[config.mk]
export PLATFORM = sky130hd
export DESIGN_NAME = ifu_fetch_stage
export DESIGN_NICKNAME = d
export VERILOG_FILES = /design/src/rtl/mips_pkg.sv /design/src/rtl/if_id_reg.sv /design/src/rtl/ifu_fetch_stage.sv
export SDC_FILE = /design/constraint.sdc
export NUM_CORES = 1
export LEC_CHECK = 0
export CAP_MARGIN = 30
export CORE_ASPECT_RATIO = 0.8
export CORE_MARGIN = 5
export CORE_UTILIZATION = 43
export DETAILED_ROUTE_END_ITERATION = 8
export PLACE_DENSITY = 0.82
export SLEW_MARGIN = 20
export SYNTH_ARGS = -nofsm -noshare
export SYNTH_HDL_FRONTEND = slang
export SYNTH_SLANG_ARGS = --single-unit
export TNS_END_PERCENT = 50
[constraint.sdc]
create_clock -name clk -period 1.95 [get_ports clk]
set_input_delay 0.39 -clock clk [delete_from_list [all_inputs] [get_ports clk]]
set_output_delay 0.39 -clock clk [all_outputs]
set_load 0.005 [all_outputs]
[src/rtl/mips_pkg.sv]
// Shared MIPS pipeline constants, types and helpers used by the fetch stage and IF/ID register.
package mips_pkg;

    localparam int          WORD_W     = 32;
    localparam logic [31:0] NOP_INSTR  = 32'h0000_0000;
    localparam logic [31:0] RESET_PC   = 32'h0000_3000;
    localparam logic [31:0] IMEM_BASE  = 32'h0000_3000;
    localparam int unsigned IMEM_WORDS = 1024;

    typedef logic [WORD_W-1:0] word_t;

    typedef enum logic [1:0] {
        PC_HOLD     = 2'd0,
        PC_REDIRECT = 2'd1,
        PC_SEQ      = 2'd2
    } pc_sel_e;

    typedef struct packed {
        word_t instr;
        word_t pc;
        word_t pc8;
        logic  valid;
    } if_id_t;

    // One extra bit keeps base + 4*words from wrapping when the window sits at the top of memory.
    function automatic logic fetch_addr_ok(input word_t pc, input word_t base,
                                           input int unsigned words);
        logic [WORD_W:0] w_pc;
        logic [WORD_W:0] w_lo;
        logic [WORD_W:0] w_hi;
        w_pc = {1'b0, pc};
        w_lo = {1'b0, base};
        w_hi = w_lo + ({1'b0, words} << 2);
        return (pc[1:0] == 2'b00) && (w_pc >= w_lo) && (w_pc < w_hi);
    endfunction

endpackage

[src/rtl/if_id_reg.sv]
// IF/ID pipeline register: flush loads a bubble (and wins over stall), stall holds, otherwise capture.
// With IFU_ADDR_CHECK_EN defined it also carries the address-error flag id_exc_adel.
module if_id_reg #(
    parameter logic [31:0] RESET_PC  = mips_pkg::RESET_PC,
    parameter logic [31:0] NOP_INSTR = mips_pkg::NOP_INSTR
) (
    input  logic        clk,
    input  logic        reset,
    input  logic        stall,
    input  logic        flush,
    input  logic [31:0] fetch_instr,
    input  logic [31:0] fetch_pc,
    input  logic [31:0] fetch_pc8,
`ifdef IFU_ADDR_CHECK_EN
    input  logic        fetch_exc,
    output logic        id_exc_adel,
`endif
    output logic [31:0] id_instr,
    output logic [31:0] id_pc,
    output logic [31:0] id_pc8,
    output logic        id_valid
);
    import mips_pkg::*;

    if_id_t r_q;

    // NOTE: state is updated with non-blocking assignments so every register samples pre-edge values.
    always_ff @(posedge clk or negedge reset) begin
        if (!reset) begin
            r_q <= '{instr: NOP_INSTR, pc: RESET_PC, pc8: RESET_PC + 32'd8, valid: 1'b0};
        end else if (flush) begin
            r_q <= '{instr: NOP_INSTR, pc: fetch_pc, pc8: fetch_pc8, valid: 1'b0};
        end else if (!stall) begin
            r_q <= '{instr: fetch_instr, pc: fetch_pc, pc8: fetch_pc8, valid: 1'b1};
        end
    end

`ifdef IFU_ADDR_CHECK_EN
    logic r_exc;

    always_ff @(posedge clk or negedge reset) begin
        if (!reset) begin
            r_exc <= 1'b0;
        end else if (flush) begin
            r_exc <= 1'b0;
        end else if (!stall) begin
            r_exc <= fetch_exc;
        end
    end

    assign id_exc_adel = r_exc;
`endif

    assign id_instr = r_q.instr;
    assign id_pc    = r_q.pc;
    assign id_pc8   = r_q.pc8;
    assign id_valid = r_q.valid;

endmodule

[src/rtl/ifu_fetch_stage.sv]
// MIPS instruction-fetch stage: PC register, next-PC selection and IF/ID capture with stall/flush.
// Define IFU_ADDR_CHECK_EN to add fetch-address checking and the id_exc_adel output.
module ifu_fetch_stage #(
    parameter logic [31:0] RESET_PC   = mips_pkg::RESET_PC,
`ifdef IFU_ADDR_CHECK_EN
    parameter logic [31:0] IMEM_BASE  = mips_pkg::IMEM_BASE,
    parameter int unsigned IMEM_WORDS = mips_pkg::IMEM_WORDS,
`endif
    parameter logic [31:0] NOP_INSTR  = mips_pkg::NOP_INSTR
) (
    input  logic        clk,
    input  logic        reset,
    input  logic        stall,
    input  logic        flush,
    input  logic        redirect_en,
    input  logic [31:0] redirect_pc,
    output logic [31:0] imem_addr,
    input  logic [31:0] imem_rdata,
`ifdef IFU_ADDR_CHECK_EN
    output logic        id_exc_adel,
`endif
    output logic [31:0] id_instr,
    output logic [31:0] id_pc,
    output logic [31:0] id_pc8,
    output logic        id_valid
);
    import mips_pkg::*;

    word_t   r_pc;
    word_t   w_next_pc;
    word_t   w_pc_plus4;
    word_t   w_pc_plus8;
    word_t   w_fetch_instr;
    pc_sel_e w_pc_sel;

    assign w_pc_plus4 = r_pc + 32'd4;
    assign w_pc_plus8 = r_pc + 32'd8;
    assign imem_addr  = r_pc;

    // A stalled ID re-presents its redirect later, so stall must mask redirect_en here.
    always_comb begin
        // NOTE: every always_comb output gets a default first so no path can infer a latch.
        w_pc_sel = PC_SEQ;
        if (stall) begin
            w_pc_sel = PC_HOLD;
        end else if (redirect_en) begin
            w_pc_sel = PC_REDIRECT;
        end
    end

    always_comb begin
        w_next_pc = w_pc_plus4;
        case (w_pc_sel)
            PC_HOLD:     w_next_pc = r_pc;
            PC_REDIRECT: w_next_pc = redirect_pc;
            default:     w_next_pc = w_pc_plus4;
        endcase
    end

    // NOTE: only flops get the asynchronous reset; combinational paths follow from them.
    always_ff @(posedge clk or negedge reset) begin
        if (!reset) begin
            r_pc <= RESET_PC;
        end else begin
            r_pc <= w_next_pc;
        end
    end

`ifdef IFU_ADDR_CHECK_EN
    logic w_fetch_exc;

    always_comb begin
        w_fetch_instr = imem_rdata;
        w_fetch_exc   = 1'b0;
        if (!fetch_addr_ok(r_pc, IMEM_BASE, IMEM_WORDS)) begin
            w_fetch_instr = NOP_INSTR;
            w_fetch_exc   = 1'b1;
        end
    end
`else
    assign w_fetch_instr = imem_rdata;
`endif

    if_id_reg #(
        .RESET_PC  (RESET_PC),
        .NOP_INSTR (NOP_INSTR)
    ) u_if_id_reg (
        .clk         (clk),
        .reset       (reset),
        .stall       (stall),
        .flush       (flush),
        .fetch_instr (w_fetch_instr),
        .fetch_pc    (r_pc),
        .fetch_pc8   (w_pc_plus8),
`ifdef IFU_ADDR_CHECK_EN
        .fetch_exc   (w_fetch_exc),
        .id_exc_adel (id_exc_adel),
`endif
        .id_instr    (id_instr),
        .id_pc       (id_pc),
        .id_pc8      (id_pc8),
        .id_valid    (id_valid)
    );

endmodule

Yosys cells after proc, flatten, opt, wreduce, memory -nomap -nowiden. Cells that the tools add are included.

Output and inout bits: 129. Bits in registers: 129. Logic and storage cells: 15.

Multiplexer cells: 5. Add/subtract/negate cells: 2. Reductions and logical operators: 1. Eq/ne operators: 2.

Operators with widths (count): $mux 97 (2); $pmux 32 s2 (1); $add 32x3->32 const B (1); $add 32x4->32 const B (1); $mux 2 (2); $eq 2x1->1 const B (1); $logic_not 2->1 (1); $ne 2x1->1 const B (1).

Depth between registers and ports, before layout. Gate-level depths: netlist (run 1).

Word-level depth: 4. Mapped depth: 7. Depth with buffers taken out: 5.

Modules after synthesis. A second synthesis (run 1) with hierarchy kept.

Cells, all modules: 574. Area total of the unflattened synthesis: 6651.4 µm².

Modules (own cells, without submodules): if_id_reg (sequential area each 2433.6 µm², cells each 243, area an instance 4030.1 µm², times used 1); ifu_fetch_stage (sequential area each 803.3 µm², cells each 331, area an instance 2621.3 µm², times used 1).

Least setup slack after synthesis (run 1). Ideal clock, no wire load.

Path type: reg-to-reg. From: reg r_pc[4], in the netlist imem_addr[4]. To: reg u_if_id_reg.r_q, in the netlist u_if_id_reg.id_pc8[19]. Arrival time: 1.928 ns. Slack: -0.060 ns. Clock period less this slack: 2.010 ns. Required time: 1.868 ns. Cell stages (with the launch flop): 8. Buffers on the path: 2. Path through: dfrtp_1 > ha_1 > buf_2 > nand3_1 > or4_1 > buf_2 > or3_1 > a31oi_1.

Word-level cells in the longest chain between the ends: 3.

Ends and longest elaborated chain: start: declaration (RTL line ifu_fetch_stage.sv:29) `word_t r_pc;`; start signal: assignment (RTL line ifu_fetch_stage.sv:65) `r_pc <= w_next_pc;`; $add 32x4->32 * (RTL line ifu_fetch_stage.sv:37) `assign w_pc_plus8 = r_pc + 32'd8;`; $mux 97 (RTL line if_id_reg.sv:33) `end else if (!stall) begin`; $mux 97 * (RTL line if_id_reg.sv:31) `end else if (flush) begin`; end signal: assignment (RTL line if_id_reg.sv:30) `r_q <= '{instr: NOP_INSTR, pc: RESET_PC, pc8: RESET_PC + 32'd8, valid: 1'b0};`; end signal: assignment (RTL line if_id_reg.sv:32) `r_q <= '{instr: NOP_INSTR, pc: fetch_pc, pc8: fetch_pc8, valid: 1'b0};`; end signal: assignment (RTL line if_id_reg.sv:34) `r_q <= '{instr: fetch_instr, pc: fetch_pc, pc8: fetch_pc8, valid: 1'b1};`; end: declaration (RTL line if_id_reg.sv:25) `if_id_t r_q;`.

Mark *: on every way between the ends. The rest lies on a longest branch, timed or not. The select of a mux whose other input is x is not followed. A chain may end at the register's enable or synchronous reset.

Worst setup path in the final report (run 1).
From: reg r_pc[12], in the netlist imem_addr[12]. To: reg u_if_id_reg.r_q, in the netlist u_if_id_reg.id_pc8[24].

Same word-level chain as after synthesis.

==> flow_summary.ini, run 1 <==
[sta]
slew_headroom_pct = 64.2
hold_viol = 0
worst_slew_pin_slew_ns = 0.537
fmax_ghz = 0.516
rsz0062_at_grt = true
setup_viol = 0
fin_crit_sh_pct = 99.4
drv_slew = 0
fin_setup_tns_ns = 0
skew_ns = 0.00772
period_minus_slack_ns = 1.94

[yosys]
yosysSeqAreaShare_pct = 49.9
syn_inst = 697
synth-seq-cells = 126
synth_edf_count = 0
synth.net_count = 768
synthFlopType = dfrtp_1
synth.cell_area_mm2 = 0.00634
syn_area_per_cell_um2 = 9.09
ys_types = 56
synthArstFlopShare_pct = 100
yosysWarnings = 0

[critical_path]
r2r_cells = 5
r2r-end = u_if_id_reg.id_pc8[24]
end_kind = flip-flop
critPathRequiredTime_ns = 2.29
r2r-start = imem_addr[12]
path_class = flip-flop to flip-flop
startpoint_type = flip-flop
cp_max_fo = 5
arrival_ns = 2.28
regToRegSetupSlack_ns = 0.01

[placed_design]
dp_hpwl_mm = 17.6
portBuffers = 197
gp_congestion = 0.977
dp_cells = 1117

[job]
maxCapViolCount = 0

[routing]
vias_per_cell = 5.72
vias = 6598
drc = 0
wl_mm = 23.2
post_drt_wl_per_cell_um = 20.1
drt_iter0_markers = 748
dr.pass1.iters = 5
detail-route-antenna-nets = 0

[floorplanning]
core_region_area_mm2 = 0.0143
die_w_um = 146
ios = 198
dieHeight_um = 119
num_rows = 39
initial_utilization_pct = 44.2
die_area_mm2 = 0.0173

[cts]
path_clk_slew_ns = 0.06
numCtsBuffers = 17
htree_levels = 4
clock_latency_ns = 0.42
cts_buffer_depth = 2
cts_root_buf = clkbuf_16
cts_tree = done
cts_sinks = 126

[global_route]
grtUsageMet3_pct = 9.56
grt_use_met2_pct = 40.2
grt_pass1_wl_mm = 36.8
overflow = 0
grt_usage_pct = 26.7
grt_max_degree = 40
grt_antenna_before_repair = 0
use_met1_pct = 36.5
grt_pass1_vias = 6468
busiest_layer = met2

[finish]
drive_above_1_share_pct = 19.0
finalNonFillerCells = 1154
area_delta_synth_final_pct = 53.7
fill_cells = 1138
fin_nets = 1029
diodes = 0

[power]
pwr-share-seq_pct = 37.7
p_int_mw = 6.13
power_density_mw_per_mm2 = 888
vdd_drop_max_v = 0.000676
p_clk_share_pct = 35.8
combPwrFrac_pct = 26.5
power_leakage_nw = 4.21
switching_share_pct = 29.2
p_sw_mw = 2.53

[worst_hold_path]
hold_end = imem_addr[20]
holdPathStages = 3
holdCritPathClass = input pin to flip-flop
hold_start = stall

[run_status]
status = complete, no violations
-- synthesized netlist by cell type, drive strengths merged, types with 2 or more instances --
master / number / area [µm²]
and2: 5 / 31.3
a31oi: 14 / 87.6
a311o: 2 / 20.0
inv: 9 / 33.8
xor2: 3 / 26.3
a211oi: 3 / 22.5
o22ai: 7 / 43.8
nor3b: 2 / 15.0
clkbuf: 34 / 130
nor4b: 2 / 17.5
or3: 10 / 67.6
a21oi: 18 / 90.1
dfstp: 7 / 184
nand3: 25 / 145
nor2b: 2 / 12.5
and3: 9 / 56.3
a22oi: 7 / 52.6
o21ai: 41 / 205
nor3: 17 / 85.1
dfrtp: 119 / 2980
a311oi: 4 / 35.0
nand2: 130 / 495
nor4: 12 / 75.1
xnor2: 9 / 78.8
mux2i: 33 / 330
and4: 7 / 61.3
ha: 2 / 25.0
o31ai: 5 / 37.5
nor2: 62 / 233
buf: 38 / 218
nand2b: 2 / 12.5
o311ai: 6 / 52.6
or4: 9 / 67.6
a211o: 2 / 17.5
o211ai: 3 / 22.5
nand4: 21 / 131
nand3b: 2 / 15.0
o41ai: 2 / 17.5
-- kinds of logic after synthesis --
logic type	count (synthesis)	synth area share, %
and+or+nand+nor	320	24.4
DFF	126	49.9
AOI/OAI and AO/OA	122	12.2
buffers and inverters	81	6.02
muxes	34	5.39
xor gates and xnor gates	12	1.66
adders and majority gates	2	0.395
-- registers in the layout (all words and copies together) (netlist names) --
| signal | count |
|---|---|
| u_if_id_reg.id_instr | 32 |
| u_if_id_reg.id_pc8 | 32 |
| u_if_id_reg.id_pc | 29 |
| imem_addr | 32 |
| u_if_id_reg.id_valid | 1 |
-- critical path, cell delays in order, from the launching register on --
cell     delay (ns)
dfstp_2        0.56
and4_4         0.26
nand4_1        0.29
buf_4          0.26
or3_1          0.33
a31oi_1        0.16
-- cells in the final DEF, fill, tap and decap left out, types with 3 or more instances in the layout --
cell type        netlist  layout
clkdlybuf4s50_1        0     192
nand2_1              129     128
dfrtp_1              119     110
buf_4                 13     110
nor2_1                62      62
o21ai_0               41      41
mux2i_1               33      33
nand4_1               21      21
nand3_1               21      20
a21oi_1               18      18
clkbuf_16              0      17
nor3_1                17      16
a31oi_1               14      14
nor4_1                12      11
inv_1                  9       9
and3_1                 9       9
or3_1                  9       9
xnor2_1                9       9
dfrtp_2                0       9
or4_1                  9       7
a22oi_1                7       7
o22ai_1                7       7
dfstp_2                7       7
and4_1                 7       6
o311ai_0               6       6
nand3_2                4       5
and2_1                 5       5
o31ai_1                5       5
a311oi_1               4       4
clkinv_2               0       4
clkinvlp_4             0       4
buf_6                  0       4
a211oi_1               3       3
o211ai_1               3       3
xor2_1                 3       3
buf_12                 0       3
-- metal layers --
| layer | vias up | routed length, µm |
|---|---|---|
| met2 | 425 | 10400 |
| met1 | 3132 | 9590 |
| met4 | 0 | 507 |
| li1 | 2988 | - |
| met5 | - | 0 |
| met3 | 53 | 2750 |
-- power groups by stage --
stage / clock network (mW) / logic (mW) / registers, mW
floorplan: 0 / 0.813 / 3.27
global placement: 0 / 2.20 / 3.29
detailed placement: 0 / 2.24 / 3.30
CTS: 3.13 / 2.26 / 3.26
global route: 3.25 / 2.47 / 3.31
finish: 3.09 / 2.30 / 3.26
-- metrics by stage --
stage / hold WS (ns) / cell area (µm²) / setup slack (ns) / power (mW) / utilization [%]
6_report: 0.425 / 9740 / 0.0115 / 8.65 / 67.9
5_1_grt: 0.437 / 9740 / -0.0418 / 9.04 / 67.9
4_1_cts: 0.409 / 9670 / 0.00121 / 8.65 / 67.4
3_5_place_dp: 0.397 / 9050 / -0.200 / 5.54 / 63.1
3_3_place_gp: 0.391 / 9050 / -0.126 / 5.49 / 63.1
2_1_floorplan: 0.0944 / 6340 / 0.00500 / 4.08 / -
-- layout make-up --
type | count | area, µm² | area share, %
Sequential cell | 126 | 3170 | 32.6
Timing Repair Buffer | 314 | 2900 | 29.7
Multi-Input combinational cell | 490 | 2840 | 29.1
Clock buffer | 17 | 425 | 4.37
Tap cell | 184 | 230 | 2.36
Clock inverter | 14 | 145 | 1.49
Inverter | 9 | 33.8 | 0.347
-- repair_timing --
| item | in CTS | in global routing |
|---|---|---|
| gates resized for setup | 11 | 13 |
| hold endpoints to repair | 31 | 0 |
| pin swaps | 1 | 2 |
| buffers inserted | 1 | 4 |
| setup endpoints to repair | 12 | 24 |
| hold buffers | 1 | 0 |
-- worst max-delay path by stage --
stage / to / startpoint / slack, ns
detailed placement: imem_addr[18] / redirect_en / -0.20
floorplan: u_if_id_reg.id_pc8[19] / imem_addr[12] / 0.005
global placement: imem_addr[18] / redirect_en / -0.13
CTS: imem_addr[29] / imem_addr[29] / 0.001
global route: u_if_id_reg.id_pc8[24] / imem_addr[10] / -0.04
finish: u_if_id_reg.id_pc8[24] / imem_addr[12] / 0.01
Power figures use the tool's default switching activity.
==> run 2: changes to the inputs <==
--- a/config.mk
+++ b/config.mk
@@ -10,6 +10,7 @@
 export CORE_MARGIN = 5
 export CORE_UTILIZATION = 43
 export DETAILED_ROUTE_END_ITERATION = 8
+export GPL_TIMING_DRIVEN = 0
 export PLACE_DENSITY = 0.82
 export SLEW_MARGIN = 20
 export SYNTH_ARGS = -nofsm -noshare
==> flow_summary.ini, run 2 (synthesized netlist as in run 1, its figures left out) <==
[run_status]
status = complete, but fails checks
failed_checks = setup timing

[cts]
cts_root_buf = clkbuf_16
cts_tree = done
numCtsBuffers = 17
clock_latency_ns = 0.43
cts_buffer_depth = 2
path_clk_slew_ns = 0.06
htree_levels = 4
cts_sinks = 126

[finish]
final_cell_mix = 192 x clkdlybuf4s50_1, 128 x nand2_1, 112 x dfrtp_1, 62 x nor2_1, 41 x o21ai_0
finalNonFillerCells = 1133
diodes = 0
drive_above_1_share_pct = 16.1
area_delta_synth_final_pct = 52.9
fin_nets = 1007
fill_cells = 1171
final_common_cell = clkdlybuf4s50_1

[sta]
fmax_ghz = 0.503
fin_crit_sh_pct = 102
setup_ws_ns = -0.0387
worst_slew_pin_slew_ns = 0.757
hold_ws_ns = 0.367
rsz0062_at_grt = true
setup_viol = 1
slew_headroom_pct = 49.6
period_minus_slack_ns = 1.99
drv_slew = 0
hold_viol = 0
skew_ns = 0.0128

[placed_design]
dp_cells = 1077
portBuffers = 195
dp_hpwl_mm = 16.9
gp_congestion = 0.970

[critical_path]
arrival_ns = 2.32
cp_slowest_stage_delay_ns = 0.51
path_buf_inv = 1
critPathTopFamily = simple AND/OR/NAND/NOR gates
cp_cell_sequence = ha_4 -> buf_6 -> nand3_4 -> or4_4 -> or3_1 -> a31oi_2
path_class = flip-flop to flip-flop
critPathSlowestCell = or4_4
end_kind = flip-flop
critPathRequiredTime_ns = 2.28
cp_max_fo = 8
startpoint_type = flip-flop

[global_route]
grt_max_degree = 83
grt_antenna_before_repair = 0
grt_usage_pct = 26.8
overflow = 0
grt_pass1_wl_mm = 36.7
grt_pass1_vias = 6377

[floorplanning]
core_region_area_mm2 = 0.0143
die_area_mm2 = 0.0173
num_rows = 39
die_w_um = 146
initial_utilization_pct = 44.2
ios = 198
dieHeight_um = 119

[routing]
vias_per_cell = 5.89
post_drt_wl_per_cell_um = 21.0
wl_mm = 23.8
dr.pass1.iters = 6
detail-route-antenna-nets = 0
drc = 0
vias = 6671
drt_iter0_markers = 729

[worst_hold_path]
holdCritPathClass = input pin to flip-flop

[power]
vdd_drop_max_v = 0.000714
power_density_mw_per_mm2 = 896
power_leakage_nw = 4.06

[job]
maxCapViolCount = 0
[run 2: report_power, final]
| group | total, mW | internal (mW) | switching [mW] |
|---|---|---|---|
| clock | 3.09 | 1.86 | 1.22 |
| combinational | 2.33 | 1.24 | 1.09 |
| sequential | 3.27 | 2.99 | 0.281 |
[run 2: what timing repair did]
action                     in CTS  in global routing
resized for setup              36                 59
pin swaps                       4                 13
hold buffers                    1                  0
hold endpoints to repair       42                  0
setup buffers                  10                 16
setup endpoints to repair      49                 36
[run 2: worst paths after layout]
| path | startpoint | cells after the start | to | slack [ns] |
|---|---|---|---|---|
| setup / recovery | imem_addr[3] | 6 | u_if_id_reg.id_pc8[27] | -0.04 |
| max in group asynchronous | reset | 3 | u_if_id_reg.id_pc8[13] | 0.74 |
| hold reg to reg | u_if_id_reg.id_pc[13] | 2 | u_if_id_reg.id_pc[13] | 0.45 |
| setup reg to reg | imem_addr[3] | 6 | u_if_id_reg.id_pc8[27] | -0.04 |
| hold / removal | flush | 2 | u_if_id_reg.id_instr[0] | 0.37 |
| min in group asynchronous | reset | 2 | u_if_id_reg.id_pc[3] | 0.45 |
[run 2: layer usage]
layer | part of all wire, % | up-vias | GRT usage [%]
li1 | - | 2954 | -
met1 | 40 | 3172 | 37.9
met2 | 44 | 479 | 38.8
met3 | 14 | 66 | 9.64
met4 | 2.4 | 0 | 7.58
met5 | 0 | - | 0
[run 2: layout make-up]
class / count / area [µm²] / share of cell area (%)
plain buffers: 69 / 423 / 4.36
clock buffers: 21 / 470 / 4.86
clock inverters: 11 / 109 / 1.12
inverters: 9 / 33.8 / 0.349
multi-input cells: 490 / 3040 / 31.4
flip-flops and latches: 126 / 3170 / 32.7
well taps: 184 / 230 / 2.38
repair buffers: 223 / 2210 / 22.8
[run 2: metrics by stage]
stage | util (%) | setup WS, ns | area [µm²] | TNS, ns | total power, mW
after floorplan | - | 0.00500 | 6340 | 0 | 4.08
after global placement | 59.4 | -4.96 | 8530 | -583.07 | 5.32
after detailed placement | 59.7 | -0.629 | 8560 | -28.80 | 5.37
after CTS | 65.4 | -0.155 | 9390 | -0.794 | 8.55
after global routing | 67.5 | -0.0692 | 9690 | -0.391 | 9.05
final | 67.5 | -0.0387 | 9690 | -0.0387 | 8.68
==> run 3: changes to the inputs <==
--- a/config.mk
+++ b/config.mk
@@ -8,10 +8,10 @@
 export CAP_MARGIN = 30
 export CORE_ASPECT_RATIO = 0.8
 export CORE_MARGIN = 5
-export CORE_UTILIZATION = 43
+export CORE_UTILIZATION = 32
 export DETAILED_ROUTE_END_ITERATION = 8
 export GPL_TIMING_DRIVEN = 0
-export PLACE_DENSITY = 0.82
+export PLACE_DENSITY = 0.65
 export SLEW_MARGIN = 20
 export SYNTH_ARGS = -nofsm -noshare
 export SYNTH_HDL_FRONTEND = slang
==> flow_summary.ini, run 3 (synthesized netlist as in run 1, its figures left out) <==
[cts]
cts_buffer_depth = 2
cts_root_buf = clkbuf_16
numCtsBuffers = 17
cts_tree = done
clock_latency_ns = 0.43
path_clk_slew_ns = 0.06
cts_sinks = 126
htree_levels = 4

[power]
vdd_drop_max_v = 0.000553
power_leakage_nw = 4.06
power_density_mw_per_mm2 = 885

[critical_path]
cp_max_fo = 5
cp_slowest_stage_delay_ns = 0.54
critPathSlowestCell = dfstp_2
arrival_ns = 2.30
crit_top_cell = buf_6
end_kind = flip-flop
path_buf_inv = 3
critPathRequiredTime_ns = 2.31
cp_cell_sequence = buf_6 -> and4_1 -> buf_6 -> buf_12 -> nand4_1 -> or4_1 -> nand3_1
startpoint_type = flip-flop
path_class = flip-flop to flip-flop
critPathTopFamily = simple AND/OR/NAND/NOR gates

[placed_design]
gp_congestion = 0.958
dp_hpwl_mm = 17.8
place_area_mm2 = 0.00866
portBuffers = 195
dp_cells = 1157

[finish]
finalNonFillerCells = 1213
drive_above_1_share_pct = 16.2
diodes = 0
area_delta_synth_final_pct = 54.5
fin_nets = 1007
final_area_mm2 = 0.00979
final_cell_mix = 192 x clkdlybuf4s50_1, 129 x nand2_1, 113 x dfrtp_1, 62 x nor2_1, 41 x o21ai_0
final_common_cell = clkdlybuf4s50_1

[routing]
drt_iter0_markers = 412
dr.pass1.iters = 5
wl_mm = 25.1
drc = 0
post_drt_wl_per_cell_um = 20.7
vias_per_cell = 5.30
vias = 6432
detail-route-antenna-nets = 0

[sta]
hold_ws_ns = 0.365
worst_slew_pin_slew_ns = 0.732
drv_slew = 0
skew_ns = 0.0122
rsz0062_at_grt = true
setup_viol = 0
fmax_ghz = 0.517
slew_headroom_pct = 51.2
fin_setup_tns_ns = 0
hold_viol = 0
period_minus_slack_ns = 1.94
fin_crit_sh_pct = 99.3

[floorplanning]
die_area_mm2 = 0.0227
num_rows = 46
initial_utilization_pct = 32.3
dieHeight_um = 136
die_w_um = 167
ios = 198
core_region_area_mm2 = 0.0196

[job]
maxCapViolCount = 0

[global_route]
grt_pass1_vias = 6221
grt_pass1_wl_mm = 37.6
grt_antenna_before_repair = 1
overflow = 0
grt_max_degree = 81
grt_usage_pct = 21.5

[worst_hold_path]
holdCritPathClass = input pin to flip-flop

[run_status]
status = complete, no violations
run 3: changes by cell type in the layout (fill, tap and decap cells not counted), moves of 2 or more:
cell,previous run,this run
clkinv_4,3,1
inv_6,2,0
buf_4,37,40
nand3_1,15,13
nand3_2,2,5
buf_6,12,10
or4_1,6,4
buf_2,6,8
or4_4,3,5
run 3: cell type report:
type / instances / area, µm²
Buffer: 67 / 408
Clock buffer: 23 / 478
Clock inverter: 9 / 86.3
Fill cell: 1856 / 9840
Inverter: 9 / 33.8
Multi-Input combinational cell: 490 / 3060
Sequential cell: 126 / 3170
Tap cell: 264 / 330
Timing Repair Buffer: 225 / 2220
run 3: metrics by stage:
stage / setup slack, ns / util, % / total power [mW]
final: 0.0142 / 49.9 / 8.66
after global routing: -0.0962 / 49.9 / 9.05
after CTS: -0.0293 / 49.0 / 8.63
after detailed placement: -0.664 / 44.1 / 5.40
after global placement: -5.29 / 44.0 / 5.37
after floorplan: 0.00500 / - / 4.08
run 3: final timing paths:
kind | startpoint | depth (start not counted) | slack, ns | endpoint
setup / recovery | imem_addr[13] | 7 | 0.01 | u_if_id_reg.id_pc8[22]
hold / removal | flush | 2 | 0.37 | u_if_id_reg.id_instr[31]
setup reg to reg | imem_addr[13] | 7 | 0.01 | u_if_id_reg.id_pc8[22]
hold reg to reg | u_if_id_reg.id_pc[4] | 2 | 0.47 | u_if_id_reg.id_pc[4]
max in group asynchronous | reset | 3 | 0.65 | u_if_id_reg.id_pc[13]
min in group asynchronous | reset | 2 | 0.57 | u_if_id_reg.id_pc[4]
run 3: routing by layer:
metal  vias to the layer above  track usage, %  wire length, µm
met5                         -               0               13
met4                         2            6.80              462
met3                        40            6.22             2340
met2                       324            30.8            10700
met1                      3110            31.3            11600
li1                       2956               -                -
run 3: timing repair:
action	in CTS	in global routing
hold buffers	1	0
pin swaps	7	21
endpoints found under the hold margin	41	0
buffers inserted	18	10
gates resized for setup	59	33
setup endpoints to repair	65	32
run 3: power by group:
part | switching [mW] | leakage (nW) | internal (mW) | total (mW)
logic | 1.09 | 2.27 | 1.23 | 2.32
registers | 0.275 | 1.53 | 2.98 | 3.26
clock network | 1.23 | 0.261 | 1.85 | 3.08
total | 2.60 | 4.06 | 6.06 | 8.66
